--- src/rtl/hcsr04_pkg.sv ---
// Shared definitions for the HC-SR04 trigger/echo emulator and the matching
// measurement (initiator) block.
//   state_e      : responder FSM states
//   CNT_W        : width of all microsecond counters and of the echo length
//   US_PER_CM    : echo microseconds per centimetre of distance
//   MIN_CM/MAX_CM: in-range distance window, inclusive
//   TIMEOUT_US   : echo width reported for out-of-range distances
//   echo_len_us(): distance -> echo length in microseconds
package hcsr04_pkg;

  typedef enum logic [2:0] {
    StIdle,
    StTrigHi,
    StBurst,
    StEcho,
    StHoldoff
  } state_e;

  localparam int unsigned CNT_W      = 16;
  localparam int unsigned US_PER_CM  = 58;
  localparam int unsigned MIN_CM     = 2;
  localparam int unsigned MAX_CM     = 400;
  localparam int unsigned TIMEOUT_US = 38000;

  // Scale and timeout are arguments so reduced-time builds can share the rule.
  function automatic logic [CNT_W-1:0] echo_len_us(input logic [8:0]  cm,
                                                   input int unsigned us_per_cm,
                                                   input int unsigned timeout_us);
    int unsigned cm_u;
    int unsigned len;
    cm_u = 32'(cm);
    if (cm_u >= MIN_CM && cm_u <= MAX_CM) begin
      len = cm_u * us_per_cm;
    end else begin
      len = timeout_us;
    end
    return CNT_W'(len);
  endfunction

endpackage

--- src/rtl/hcsr04_echo_emulator_if.sv ---
// Trigger/echo link between an HC-SR04 initiator and the emulated sensor.
//   trigger     : initiator -> sensor, asynchronous trigger pulse
//   distance_cm : emulated distance, sampled on trigger acceptance
//   enable      : 0 = sensor ignores triggers
//   echo        : sensor -> initiator, width encodes distance
//   busy        : high from trigger acceptance until end of holdoff
//   short_trig  : one-clock pulse when a too-short trigger is rejected
//   done        : one-clock pulse on echo falling edge
// master = initiator / test driver, slave = emulator.
interface hcsr04_echo_emulator_if;

  logic       trigger;
  logic [8:0] distance_cm;
  logic       enable;
  logic       echo;
  logic       busy;
  logic       short_trig;
  logic       done;

  modport master (
    output trigger, distance_cm, enable,
    input  echo, busy, short_trig, done
  );

  modport slave (
    input  trigger, distance_cm, enable,
    output echo, busy, short_trig, done
  );

endinterface

--- src/rtl/us_tick_gen.sv ---
// Free-running microsecond tick: us_tick is high for one clock every
// CLK_PER_US clocks. The divider restarts at 0 on reset.
//   clk     : system clock
//   rst     : asynchronous, active-high reset
//   us_tick : one-clock pulse per microsecond
module us_tick_gen #(
  parameter int unsigned CLK_PER_US = 50
) (
  input  logic clk,
  input  logic rst,
  output logic us_tick
);

  localparam int unsigned CntW = (CLK_PER_US > 1) ? $clog2(CLK_PER_US) : 1;
  localparam logic [CntW-1:0] LastCnt = CntW'(CLK_PER_US - 1);

  logic [CntW-1:0] cnt_q, cnt_d;

  always_comb begin
    cnt_d = (cnt_q == LastCnt) ? '0 : cnt_q + 1'b1;
  end

  always_ff @(posedge clk or posedge rst) begin
    if (rst) begin
      cnt_q <= '0;
    end else begin
      cnt_q <= cnt_d;
    end
  end

  assign us_tick = (cnt_q == LastCnt);

endmodule

--- src/rtl/hcsr04_echo_emulator.sv ---
// HC-SR04 responder: accepts a trigger pulse of at least TRIG_MIN_US, waits
// BURST_US, drives echo high for a distance-dependent number of microseconds,
// then holds off HOLDOFF_US before accepting the next trigger.
//   clk : system clock
//   rst : asynchronous, active-high reset (echo drops immediately)
//   bus : slave side of hcsr04_echo_emulator_if (trigger/distance_cm/enable in,
//         echo/busy/short_trig/done out)
// ECHO_US_PER_CM / ECHO_TIMEOUT_US default to the package constants; they are
// exposed only so reduced-time builds can shorten the echo.
module hcsr04_echo_emulator
  import hcsr04_pkg::*;
#(
  parameter int unsigned CLK_PER_US      = 50,
  parameter int unsigned TRIG_MIN_US     = 10,
  parameter int unsigned BURST_US        = 200,
  parameter int unsigned HOLDOFF_US      = 10000,
  parameter int unsigned ECHO_US_PER_CM  = US_PER_CM,
  parameter int unsigned ECHO_TIMEOUT_US = TIMEOUT_US
) (
  input  logic                   clk,
  input  logic                   rst,
  hcsr04_echo_emulator_if.slave  bus
);

  localparam logic [CNT_W-1:0] BurstLast   = CNT_W'(BURST_US - 1);
  localparam logic [CNT_W-1:0] HoldoffLast = CNT_W'(HOLDOFF_US - 1);

  logic us_tick;

  us_tick_gen #(
    .CLK_PER_US (CLK_PER_US)
  ) u_us_tick_gen (
    .clk     (clk),
    .rst     (rst),
    .us_tick (us_tick)
  );

  // Trigger synchroniser and edge detect.
  logic trig_meta_q, trig_sync_q, trig_prev_q;
  logic trig_rise, trig_fall;

  always_ff @(posedge clk or posedge rst) begin
    if (rst) begin
      trig_meta_q <= 1'b0;
      trig_sync_q <= 1'b0;
      trig_prev_q <= 1'b0;
    end else begin
      trig_meta_q <= bus.trigger;
      trig_sync_q <= trig_meta_q;
      trig_prev_q <= trig_sync_q;
    end
  end

  assign trig_rise = trig_sync_q & ~trig_prev_q;
  assign trig_fall = ~trig_sync_q & trig_prev_q;

  state_e           state_q, state_d;
  logic [7:0]       width_q, width_d;
  logic [7:0]       width_inc;
  logic [CNT_W-1:0] cnt_q, cnt_d;
  logic [CNT_W-1:0] len_q, len_d;
  logic             echo_q, echo_d;
  logic             busy_q, busy_d;
  logic             short_q, short_d;
  logic             done_q, done_d;

  // A tick coinciding with the fall-detect cycle still counts, so a trigger
  // of N us always measures exactly N ticks whatever the tick phase.
  assign width_inc = (width_q == 8'hFF) ? width_q : width_q + 8'(us_tick);

  always_comb begin
    state_d = state_q;
    width_d = width_q;
    cnt_d   = cnt_q;
    len_d   = len_q;
    echo_d  = echo_q;
    busy_d  = busy_q;
    short_d = 1'b0;
    done_d  = 1'b0;

    case (state_q)
      StIdle: begin
        if (trig_rise && bus.enable) begin
          state_d = StTrigHi;
          width_d = '0;
        end
      end

      StTrigHi: begin
        if (trig_fall) begin
          if (32'(width_inc) >= TRIG_MIN_US) begin
            len_d   = echo_len_us(bus.distance_cm, ECHO_US_PER_CM, ECHO_TIMEOUT_US);
            busy_d  = 1'b1;
            cnt_d   = '0;
            state_d = StBurst;
          end else begin
            short_d = 1'b1;
            state_d = StIdle;
          end
        end else begin
          width_d = width_inc;
        end
      end

      StBurst: begin
        if (us_tick) begin
          if (cnt_q == BurstLast) begin
            cnt_d   = '0;
            echo_d  = 1'b1;
            state_d = StEcho;
          end else begin
            cnt_d = cnt_q + 1'b1;
          end
        end
      end

      StEcho: begin
        if (us_tick) begin
          if (cnt_q == len_q - 1'b1) begin
            cnt_d   = '0;
            echo_d  = 1'b0;
            done_d  = 1'b1;
            state_d = StHoldoff;
          end else begin
            cnt_d = cnt_q + 1'b1;
          end
        end
      end

      StHoldoff: begin
        if (us_tick) begin
          if (cnt_q == HoldoffLast) begin
            cnt_d   = '0;
            busy_d  = 1'b0;
            state_d = StIdle;
          end else begin
            cnt_d = cnt_q + 1'b1;
          end
        end
      end

      default: begin
        state_d = StIdle;
        cnt_d   = '0;
        echo_d  = 1'b0;
        busy_d  = 1'b0;
      end
    endcase
  end

  always_ff @(posedge clk or posedge rst) begin
    if (rst) begin
      state_q <= StIdle;
      width_q <= '0;
      cnt_q   <= '0;
      len_q   <= '0;
      echo_q  <= 1'b0;
      busy_q  <= 1'b0;
      short_q <= 1'b0;
      done_q  <= 1'b0;
    end else begin
      state_q <= state_d;
      width_q <= width_d;
      cnt_q   <= cnt_d;
      len_q   <= len_d;
      echo_q  <= echo_d;
      busy_q  <= busy_d;
      short_q <= short_d;
      done_q  <= done_d;
    end
  end

  assign bus.echo       = echo_q;
  assign bus.busy       = busy_q;
  assign bus.short_trig = short_q;
  assign bus.done       = done_q;

endmodule
--- src/flat_wrapper.sv ---
// flat-port wrapper written by rule: the top's interface ports become plain ports
module hcsr04_echo_emulator_flat import hcsr04_pkg::*;
#(
  parameter int unsigned CLK_PER_US      = 50,
  parameter int unsigned TRIG_MIN_US     = 10,
  parameter int unsigned BURST_US        = 200,
  parameter int unsigned HOLDOFF_US      = 10000,
  parameter int unsigned ECHO_US_PER_CM  = US_PER_CM,
  parameter int unsigned ECHO_TIMEOUT_US = TIMEOUT_US
)
  (clk, rst, bus_trigger, bus_distance_cm, bus_enable, bus_echo, bus_busy, bus_short_trig, bus_done);
  hcsr04_echo_emulator_if bus_i ();
  input  logic clk;
  input  logic rst;
  input wire logic [$bits(bus_i.trigger)-1:0] bus_trigger;
  input wire logic [$bits(bus_i.distance_cm)-1:0] bus_distance_cm;
  input wire logic [$bits(bus_i.enable)-1:0] bus_enable;
  output wire logic [$bits(bus_i.echo)-1:0] bus_echo;
  output wire logic [$bits(bus_i.busy)-1:0] bus_busy;
  output wire logic [$bits(bus_i.short_trig)-1:0] bus_short_trig;
  output wire logic [$bits(bus_i.done)-1:0] bus_done;
  assign bus_i.trigger = bus_trigger;
  assign bus_i.distance_cm = bus_distance_cm;
  assign bus_i.enable = bus_enable;
  assign bus_echo = bus_i.echo;
  assign bus_busy = bus_i.busy;
  assign bus_short_trig = bus_i.short_trig;
  assign bus_done = bus_i.done;
  hcsr04_echo_emulator #(.CLK_PER_US(CLK_PER_US), .TRIG_MIN_US(TRIG_MIN_US), .BURST_US(BURST_US), .HOLDOFF_US(HOLDOFF_US), .ECHO_US_PER_CM(ECHO_US_PER_CM), .ECHO_TIMEOUT_US(ECHO_TIMEOUT_US)) u_core (.clk(clk), .rst(rst), .bus(bus_i));
endmodule
--- config.mk ---
export PLATFORM = sky130hd
export DESIGN_NAME = hcsr04_echo_emulator_flat
export DESIGN_NICKNAME = d
export VERILOG_FILES = /design/src/rtl/hcsr04_pkg.sv /design/src/rtl/hcsr04_echo_emulator_if.sv /design/src/rtl/us_tick_gen.sv /design/src/rtl/hcsr04_echo_emulator.sv /design/src/flat_wrapper.sv
export SDC_FILE = /design/constraint.sdc
export NUM_CORES = 1
export LEC_CHECK = 0
export ABC_AREA = 1
export BUFFER_PORTS_ARGS = -buffer_cell sky130_fd_sc_hd__buf_4
export CAP_MARGIN = 20
export CORE_UTILIZATION = 50
export CTS_CLUSTER_DIAMETER = 40
export DETAILED_ROUTE_END_ITERATION = 7
export PLACE_DENSITY = 0.64
export SETUP_SLACK_MARGIN = 0.5
export SKIP_LAST_GASP = 1
export SLEW_MARGIN = 20
export SYNTH_ARGS = -nofsm -noshare
export SYNTH_HDL_FRONTEND = slang
export SYNTH_HIERARCHICAL = 1
export SYNTH_SLANG_ARGS = --single-unit
--- constraint.sdc ---
create_clock -name clk -period 3 [get_ports clk]
set_clock_uncertainty 0.05 [all_clocks]
set_input_delay 0.9 -clock clk [delete_from_list [all_inputs] [get_ports clk]]
set_output_delay 0.9 -clock clk [all_outputs]
set_load 0.005 [all_outputs]
==> metrics.cfg <==
[sta]
slew_headroom_pct = 55.77
rsz0062_at_grt = true
fin_tns_setup_ns = -2.474
timing.fmax_mhz = 292.6
setup_ws_ns = -0.4182
drv_slew = 0
setup-violations-final = 8
period_share_pct = 113.9
tightestPinTransition_ns = 0.6611
final_hold_viol_count = 0
period_needed_ns = 3.418

[critical_path]
crit_top_cell = inv_2
cp_max_fo = 5
crit_path_start_kind = input pin
slowest_delay_ns = 0.54
cp_slowest_cell = fa_1
crit_arrival_ns = 3.56
crit_path_end_kind = flop
cp_data_required_time_ns = 3.14
path_class = in2reg
path_cells = buf_8 > clkinvlp_4 > fa_1 > inv_2 > ha_4 > inv_2 > fa_1 > inv_2 > ha_4 > a21oi_4 > o21ai_4 > a21oi_2 > nor2_1 > nor2_1 > xor2_1 > a22oi_1

[drt]
post-route-drc-count = 0
ant_nets = 0
via_count = 4649
wl_um = 12260
via_per_inst = 5.200
wl_per_cell_um = 13.71
dr.pass1.iters = 5
drt_iter0_markers = 276

[outcome]
status = complete, but fails checks
violations = setup timing

[synth]
synth_area_per_cell_um2 = 7.166
seq_area_frac_synth_pct = 28.12
async_flop_share_pct = 100.0
synth_cell_type_count = 38
synth.area.top_cells = dfrtp_1 (28%), nand2_1 (12%), ha_1 (12%)
yosysWarningCount = 6
synth_nets = 755
synth-main-ff-cell = dfrtp_1
synth_area_leader_cell = dfrtp_1
synth-seq-cells = 55
synth_top_area_share_pct = 28.12
ys_top_cells_by_count = nand2_1 (157), inv_1 (116), nor2_1 (70), dfrtp_1 (55), nand3_1 (51)
netlist_area_mm2 = 0.004895
synth_most_common_cell = nand2_1
synth_edf_count = 0
synthCells = 683

[cells_and_area]
post-route-util_pct = 66.17
final_nets = 836
fin_cells = 894
diodes = 0
drive_gt1_share_pct = 24.05
area_growth_pct = 26.69

[clock_tree]
cts_buffers = 5
clock_latency_ns = 0.32
clockRootBuffer = clkbuf_8
clk_pin_slew_ns = 0.10
cts_sinks = 55
clk_path_buf_depth = 2
cts_tree = yes
cts-htree-levels = 2

[grt]
grt_pass1_vias = 4534
grt_max_degree = 26
grt.overflow.total = 0
grt_pass1_wl_um = 20670
grt_antenna_before_repair = 0
grtUsageTotal_pct = 25.67

[placed_design]
placed_cells = 862
place_congestion = 0.8944
dp_slack_ns = -0.8186
io_buffers = 16
dp_hpwl_um = 9147

[power]
power.leakage_nw = 3.073
peakVddDrop_uv = 415.6
power_density_mw_per_mm2 = 672.9

[floorplan]
die_h_um = 100.9
die-area_mm2 = 0.01019
ioPinCount = 17
start_util_pct = 52.23
rows = 35
fp.dieW_um = 100.9
coreArea_mm2 = 0.009371

[flow_run]
maxCapViolCount = 0

[min_path]
hold_class = reg2reg

## routing by layer
metal / up-vias / GRT usage (%) / routed length [um]
met5: - / 0 / 0
met2: 100 / 44.52 / 6033
met1: 2199 / 33.36 / 5529
met3: 14 / 3.883 / 541
li1: 2336 / - / -
met4: 0 / 6.800 / 156
## area by class of cell
| cell class | count | area [um^2] |
|---|---|---|
| timing repair buffer | 80 | 685.7 |
| sequential | 55 | 1376 |
| fill | 845 | 3171 |
| clock buffer | 6 | 72.57 |
| multi-input combinational | 500 | 3406 |
| inverter | 121 | 474.2 |
| clock inverter | 2 | 17.52 |
| timing repair inverter | 1 | 7.507 |
| tap | 129 | 161.4 |
## placed cells by master, fill, tap and decap left out, drive strengths merged, types with 2 or more instances in the layout
cell type  instances
clkinvlp           5
clkbuf             6
a21oi             18
o211ai             2
nand4             17
inv              116
buf               80
fa                13
nand2            163
nor4               3
dfrtp             55
xnor2              8
nor2              83
o22ai              5
a22oi              3
clkinv             3
nor3              12
xor2              23
o21ai             39
nand3             54
ha                46
## logic make-up after synthesis
group | share of synthesized area, %
and+or+nand+nor | 30.14
xor gates and xnor gates | 6.007
AOI/OAI and AO/OA | 8.538
buffers and inverters | 10.12
adders and majority gates | 17.08
DFF | 28.12
## registers in the layout, summed over array words and instances, names as in the netlist
register and flops:
u_core/bus.busy 1, u_core/bus.done 1, u_core/bus.echo 1, u_core/bus.short_trig 1, u_core/cnt_q 16, u_core/len_q 15
u_core/state_q 3, u_core/trig_meta_q 1, u_core/trig_prev_q 1, u_core/trig_sync_q 1, u_core/u_us_tick_gen/cnt_q 6, u_core/width_q 8
## through the flow
stage / total power, mW / instance area (um^2) / hold slack (ns)
after floorplan: 2.563 / 4992 / 0.2812
after global placement: 3.140 / 5553 / 0.3001
after detailed placement: 3.176 / 5553 / 0.2965
after CTS: 3.958 / 5923 / 0.3286
after global routing: 4.540 / 6201 / 0.3443
final: 4.172 / 6201 / 0.3191
## critical path, delay by kind of cell
family / cells / cell delay, ns
compound gates: 4 / 0.46
xor+xnor: 1 / 0.15
buf+inv: 5 / 0.34
simple gates: 2 / 0.18
fa+ha+maj: 4 / 1.52
## where the power goes
| part | switching, mW | total (mW) | internal [mW] |
|---|---|---|---|
| Clock | 0.250 | 0.419 | 0.168 |
| Combinational | 1.50 | 2.64 | 1.14 |
| Sequential | 0.199 | 1.11 | 0.916 |
## what timing repair did
item                                    in CTS  in global routing
hold endpoints to repair                     0                  0
setup buffers                               13                  9
hold buffers                                 0                  0
endpoints found under the setup margin      31                 36
gates resized for setup                     37                 54
pin swaps                                   40                 30
cloned                                       2                  0
## worst paths after layout
check | start | to | slack (ns) | depth (start not counted)
setup / recovery | bus_distance_cm[4] | u_core/len_q[12] | -0.42 | 16
hold / removal | u_core/trig_meta_q | u_core/trig_sync_q | 0.32 | 0
setup reg to reg | u_core/u_us_tick_gen/cnt_q[0] | u_core/cnt_q[0] | 0.53 | 14
hold reg to reg | u_core/trig_meta_q | u_core/trig_sync_q | 0.32 | 0
max in group asynchronous | rst | u_core/cnt_q[7] | 1.78 | 3
min in group asynchronous | rst | u_core/u_us_tick_gen/cnt_q[5] | 0.46 | 2
No activity file was read; power rests on OpenSTA's default activity.
